===== config.mk =====
export PLATFORM = sky130hd
export DESIGN_NAME = fetch_flat
export DESIGN_NICKNAME = d
export VERILOG_FILES = /design/src/rtl/fetch_if.sv /design/src/rtl/fetch.sv /design/src/flat_wrapper.sv
export SDC_FILE = /design/constraint.sdc
export NUM_CORES = 1
export LEC_CHECK = 0
export CAP_MARGIN = 15
export CORE_ASPECT_RATIO = 1.2
export CORE_MARGIN = 5
export CORE_UTILIZATION = 45
export CTS_CLUSTER_SIZE = 24
export DETAILED_ROUTE_END_ITERATION = 16
export GPL_ROUTABILITY_DRIVEN = 0
export PLACE_DENSITY = 0.8
export SLEW_MARGIN = 20
export SYNTH_ARGS = -nofsm -noshare
export SYNTH_HDL_FRONTEND = slang
export SYNTH_SLANG_ARGS = --single-unit

===== constraint.sdc =====
create_clock -name clk -period 13 [get_ports clk]
set_clock_uncertainty 0.1 [all_clocks]
set_input_delay 2.6 -clock clk [delete_from_list [all_inputs] [get_ports clk]]
set_output_delay 2.6 -clock clk [all_outputs]
set_load 0.01 [all_outputs]

===== src/rtl/fetch_if.sv =====
// Fetch-side bus bundle: instruction-memory read port plus the {pc, ir} stream to decode.
// The master modport is the fetch stage; the slave modport is the memory/decode side.
interface fetch_if;
  logic        imem_req;
  logic [31:0] imem_addr;
  logic [31:0] imem_rdata;
  logic        out_tvalid;
  logic        out_tready;
  logic [31:0] out_pc;
  logic [31:0] out_ir;

  modport master (
    output imem_req, imem_addr, out_tvalid, out_pc, out_ir,
    input  imem_rdata, out_tready
  );

  modport slave (
    input  imem_req, imem_addr, out_tvalid, out_pc, out_ir,
    output imem_rdata, out_tready
  );
endinterface


===== src/rtl/fetch.sv =====
// Instruction fetch stage: PC, synchronous imem reads and a credit-controlled skid FIFO to decode.
// Optional feature macro FETCH_MISALIGN_TRAP_EN: misaligned redirects trap into a sticky HALT state.
module fetch #(
  parameter logic [31:0] RESET_ADDR = 32'h0000_0000,
  parameter int          DEPTH      = 2
) (
  input  logic        clk,
  input  logic        reset,
  input  logic        stall,
  input  logic        jump_valid,
  input  logic [31:0] jump_target,
  fetch_if.master     bus,
  output logic        fault
);
  localparam int PW = (DEPTH > 1) ? $clog2(DEPTH) : 1;
  localparam int CW = $clog2(DEPTH + 1);

  localparam logic [1:0] S_BOOT = 2'd0;
  localparam logic [1:0] S_RUN  = 2'd1;
  localparam logic [1:0] S_HOLD = 2'd2;
`ifdef FETCH_MISALIGN_TRAP_EN
  localparam logic [1:0] S_HALT = 2'd3;
`endif

  logic [1:0]    state_reg, state_next;
  logic [31:0]   pc_reg, pc_next;
  logic          inflight_reg;
  logic [31:0]   inflight_addr_reg;
  logic [CW-1:0] count_reg;
  logic [PW-1:0] wr_ptr_reg, rd_ptr_reg;
  logic [31:0]   fifo_pc [DEPTH];
  logic [31:0]   fifo_ir [DEPTH];

  logic          redirect;
  logic [31:0]   redirect_pc;
  logic          push, pop, credit_ok;
  logic [CW:0]   used;

`ifdef FETCH_MISALIGN_TRAP_EN
  logic fault_reg;
  logic misalign;
  assign misalign    = (jump_target[1:0] != 2'b00);
  assign redirect    = jump_valid & (state_reg != S_HALT);
  assign redirect_pc = jump_target;
  assign fault       = fault_reg;
`else
  assign redirect    = jump_valid;
  assign redirect_pc = jump_target & 32'hFFFF_FFFC;
  assign fault       = 1'b0;
`endif

  function automatic logic [PW-1:0] ptr_inc(input logic [PW-1:0] p);
    return (p == PW'(DEPTH - 1)) ? '0 : p + 1'b1;
  endfunction

  assign bus.out_tvalid = (count_reg != '0) & ~jump_valid;
  assign bus.out_pc     = fifo_pc[rd_ptr_reg];
  assign bus.out_ir     = fifo_ir[rd_ptr_reg];

  assign pop  = bus.out_tvalid & bus.out_tready;
  // A redirect discards the response landing this cycle: it belongs to the wrong path.
  assign push = inflight_reg & ~jump_valid;

  // Credits count the read already in flight so a full FIFO can never be overrun.
  assign used      = {1'b0, count_reg} + (CW + 1)'(inflight_reg) - (CW + 1)'(pop);
  assign credit_ok = (used < (CW + 1)'(DEPTH));

  assign bus.imem_req  = (state_reg == S_RUN) & ~stall & ~jump_valid & credit_ok;
  assign bus.imem_addr = pc_reg;

  always_comb begin
    state_next = state_reg;
    pc_next    = pc_reg;
    case (state_reg)
      S_BOOT:  state_next = S_RUN;
      S_RUN:   if (stall) state_next = S_HOLD;
      default: state_next = state_reg;
    endcase
    if (bus.imem_req)
      pc_next = pc_reg + 32'd4;
    if (redirect) begin
      pc_next    = redirect_pc;
      state_next = S_RUN;
`ifdef FETCH_MISALIGN_TRAP_EN
      if (misalign)
        state_next = S_HALT;
`endif
    end
  end

  always_ff @(posedge clk or posedge reset) begin
    if (reset) begin
      state_reg         <= S_BOOT;
      pc_reg            <= RESET_ADDR;
      inflight_reg      <= 1'b0;
      inflight_addr_reg <= 32'h0;
      count_reg         <= '0;
      wr_ptr_reg        <= '0;
      rd_ptr_reg        <= '0;
`ifdef FETCH_MISALIGN_TRAP_EN
      fault_reg         <= 1'b0;
`endif
    end else begin
      state_reg         <= state_next;
      pc_reg            <= pc_next;
      inflight_reg      <= bus.imem_req;
      inflight_addr_reg <= pc_reg;
`ifdef FETCH_MISALIGN_TRAP_EN
      if (redirect && misalign)
        fault_reg <= 1'b1;
`endif
      if (redirect) begin
        count_reg  <= '0;
        wr_ptr_reg <= '0;
        rd_ptr_reg <= '0;
      end else begin
        if (push) wr_ptr_reg <= ptr_inc(wr_ptr_reg);
        if (pop)  rd_ptr_reg <= ptr_inc(rd_ptr_reg);
        count_reg <= count_reg + CW'(push) - CW'(pop);
      end
    end
  end

  always_ff @(posedge clk) begin
    if (push) begin
      fifo_pc[wr_ptr_reg] <= inflight_addr_reg;
      fifo_ir[wr_ptr_reg] <= bus.imem_rdata;
    end
  end
endmodule


===== src/flat_wrapper.sv =====
// flat-port wrapper written by rule: the top's interface ports become plain ports
module fetch_flat 
#(
  parameter logic [31:0] RESET_ADDR = 32'h0000_0000,
  parameter int          DEPTH      = 2
)
  (clk, reset, stall, jump_valid, jump_target, fault, bus_imem_req, bus_imem_addr, bus_out_tvalid, bus_out_pc, bus_out_ir, bus_imem_rdata, bus_out_tready);
  fetch_if bus_i ();
  input  logic clk;
  input  logic reset;
  input  logic stall;
  input  logic jump_valid;
  input  logic [31:0] jump_target;
  output logic fault;
  output wire logic [$bits(bus_i.imem_req)-1:0] bus_imem_req;
  output wire logic [$bits(bus_i.imem_addr)-1:0] bus_imem_addr;
  output wire logic [$bits(bus_i.out_tvalid)-1:0] bus_out_tvalid;
  output wire logic [$bits(bus_i.out_pc)-1:0] bus_out_pc;
  output wire logic [$bits(bus_i.out_ir)-1:0] bus_out_ir;
  input wire logic [$bits(bus_i.imem_rdata)-1:0] bus_imem_rdata;
  input wire logic [$bits(bus_i.out_tready)-1:0] bus_out_tready;
  assign bus_imem_req = bus_i.imem_req;
  assign bus_imem_addr = bus_i.imem_addr;
  assign bus_out_tvalid = bus_i.out_tvalid;
  assign bus_out_pc = bus_i.out_pc;
  assign bus_out_ir = bus_i.out_ir;
  assign bus_i.imem_rdata = bus_imem_rdata;
  assign bus_i.out_tready = bus_out_tready;
  fetch #(.RESET_ADDR(RESET_ADDR), .DEPTH(DEPTH)) u_core (.clk(clk), .reset(reset), .stall(stall), .jump_valid(jump_valid), .jump_target(jump_target), .bus(bus_i), .fault(fault));
endmodule

==> results.cfg <==
[clock_tree]
clock_tree.root_cell = clkbuf_16
post_cts_resized = 0
htree_levels = 4
clk_latency_ps = 420
cts_buffers = 17
cts.sinks = 191
clkTransAtPathRegs_ps = 70
hold_buffers = 0
cts_tree = done
clockBufferDepth = 2
postCtsSetupRepairBufs = 0

[synthesis]
yosys_most_used_dff = edfxtp_1
yosysWarnings = 0
synth_edf_count = 124
synthDistinctLibCells = 46
async_flop_share_pct = 35.08
syn_area_mm2 = 0.007565
ys_ff_latch = 191
syn_area_per_cell_um2 = 15.28
yosysSeqAreaShare_pct = 71.39
synthCells = 495

[sta]
finalCriticalPeriod_ps = 8815
timing.slew.headroom_pct = 38.37
finalCritPeriodShare_pct = 67.81
hold_viol_final = 0
drv_slew = 0
hold-worst-slack_ps = 343.6
tns_ps = 0
rsz0062_at_grt = no
worst_pin_slew_ps = 921.7
fmax_mhz = 113.4
finalSetupViolCount = 0

[min_path]
hp-start = u_core.inflight_addr_reg[9]$_DFF_PP0_
min_path_type = reg2reg

[detailed_routing]
firstDrtPassIters = 5
wire_per_inst_um = 18.93
drc = 0
vias = 4765
wirelength_um = 16770
vias_per_cell = 5.378
ant_nets = 0
initialDrtViolationCount = 300

[final_layout]
nFillCells = 1273
num_antenna_cells = 0
largest_reg_flops = 64
drive_gt1_share_pct = 15.97
regMostFlops = u_core.fifo_ir
mostFrequentLayoutCells = 160 x clkdlybuf4s50_1, 124 x edfxtp_1, 66 x dfrtp_1
multi_input_area_mm2 = 0.002038
syn_to_final_growth_pct = 31.48
fin_nets = 731
top_regs = u_core.fifo_ir (64), u_core.fifo_pc (60)
final_common_cell = clkdlybuf4s50_1
regArea_mm2 = 0.005401

[status]
status = completed

[floorplan]
die_w_um = 128.4
pin_count = 168
die_h_um = 152.0
die_area_mm2 = 0.01951
fp-row-count = 52
coreArea_mm2 = 0.01672
initial_core_util_pct = 45.24

[setup_path]
r2r-start = u_core.count_reg[1]$_DFF_PP0_
path_class = in2out
path_delay_family = buffers and inverters
path_buf_inv = 3
end_kind = primary output
cp_cell_sequence = clkdlybuf4s50_1 > buf_4 > nor2_1 > and2_1 > ha_1 > nand2b_1 > fa_1 > xnor2_1 > nand2_1 > nor2_1 > clkdlybuf4s50_1
cp_slowest_cell = clkdlybuf4s50_1
startpoint_type = primary input
startpoint = jump_valid
slowest_delay_ps = 570
path_max_fanout = 43
crit_arrival_ps = 6110
cp.required_ps = 10300

[pwr]
p_leak_nw = 3.482
power_density_mw_per_mm2 = 137.9
ir_worst_vdd_mv = 0.09153

[global_routing]
groute.usage.overall_pct = 17.35
grt_overflow = 0
grt_pass1_wl_um = 26300
antenna_found_initial = 0
grt_max_degree = 68
grt_pass1_vias = 4989

[placed_design]
dp_hpwl_um = 11630
numPortBuffers = 160

[run]
cap_violations = 0
## cells in the mapped netlist, types with 2 or more instances
cell | number | area, um^2
dfrtp_1 | 67 | 1677
a22o_1 | 2 | 17.52
and2_1 | 3 | 18.77
nor4_1 | 3 | 18.77
clkbuf_1 | 19 | 71.32
mux2_2 | 62 | 698.2
edfxtp_1 | 124 | 3724
nand2_1 | 30 | 112.6
ha_1 | 4 | 50.05
and4_1 | 4 | 35.03
nor2b_1 | 4 | 25.02
and3_1 | 4 | 25.02
mux2i_1 | 3 | 30.03
inv_1 | 5 | 18.77
xor2_1 | 5 | 43.79
or3_1 | 4 | 25.02
buf_4 | 5 | 37.54
xnor2_1 | 6 | 52.55
o21ai_0 | 11 | 55.05
a21oi_1 | 4 | 20.02
o211ai_1 | 4 | 30.03
nand4_1 | 12 | 75.07
nor3_1 | 3 | 15.01
o31ai_1 | 14 | 105.1
or4_1 | 18 | 135.1
a31oi_1 | 15 | 93.84
nand2b_1 | 2 | 12.51
nor2_1 | 28 | 105.1
nand3_1 | 13 | 65.06
## through the flow
step	utilization [%]	setup WS [ps]	instances	cell area, um^2	total power (W)
4_1_cts	59.48	4153	886	9946	0.001388
3_3_place_gp	56.05	4256	854	9371	0.0008878
3_5_place_dp	56.05	4154	854	9371	0.0008963
6_report	59.48	4185	886	9946	0.001372
5_1_grt	59.48	3883	886	9946	0.001426
2_1_floorplan	-	4871	499	7580	0.0007985
## path summary, 6_finish.rpt
| path | cells past startpoint | to | slack, ps |
|---|---|---|---|
| max in group asynchronous | 3 | u_core.rd_ptr_reg$_DFFE_PP0P_ | 9530 |
| min | 0 | u_core.fifo_pc[0][9]$_DFFE_PP_ | 340 |
| max | 11 | bus_imem_req | 4190 |
| min reg2reg | 0 | u_core.fifo_pc[0][9]$_DFFE_PP_ | 340 |
| max reg2reg | 10 | u_core.bus.imem_addr[12]$_DFFE_PP0P_ | 9270 |
| min in group asynchronous | 3 | u_core.inflight_addr_reg[4]$_DFF_PP0_ | 2660 |
## layout make-up
class                           instances  area share, %
Multi-Input combinational cell        276          20.49
Inverter                                6         0.2264
Clock inverter                         15          1.497
Sequential cell                       191          54.31
Tap cell                              216          2.717
Clock buffer                           17          4.277
Timing Repair Buffer                  165          16.48
## worst register-to-register path, delay by kind of cell, from the launching register on
kind | cells | cell delay, ps
xor gates and xnor gates | 1 | 480
and+or+nand+nor | 6 | 1720
DFF | 1 | 460
AOI/OAI and AO/OA | 1 | 190
adders and majority gates | 2 | 710
## power by group
part,total (W),switching [W],leakage [nW],internal (W)
Clock,0.000490,0.000235,0.275,0.000255
Sequential,0.000711,0.0000287,1.89,0.000682
Combinational,0.000171,0.0000770,1.32,0.0000936
## layer usage
metal	global-route usage, %	share of wire, %
met3	4.354	6.3
met1	20.37	39
met5	0	0
met2	30.47	53
met4	6.320	1.8
## kinds of logic after synthesis
kind of cell / after synthesis / synth area share [%]
DFF: 191 / 71.39
and+or+nand+nor: 136 / 10.11
muxes: 65 / 9.626
AOI/OAI and AO/OA: 54 / 4.681
buffers and inverters: 32 / 1.952
xor gates and xnor gates: 11 / 1.274
adders and majority gates: 5 / 0.9263
other: 1 / 0.04957
(Power assumes the default switching activity.)
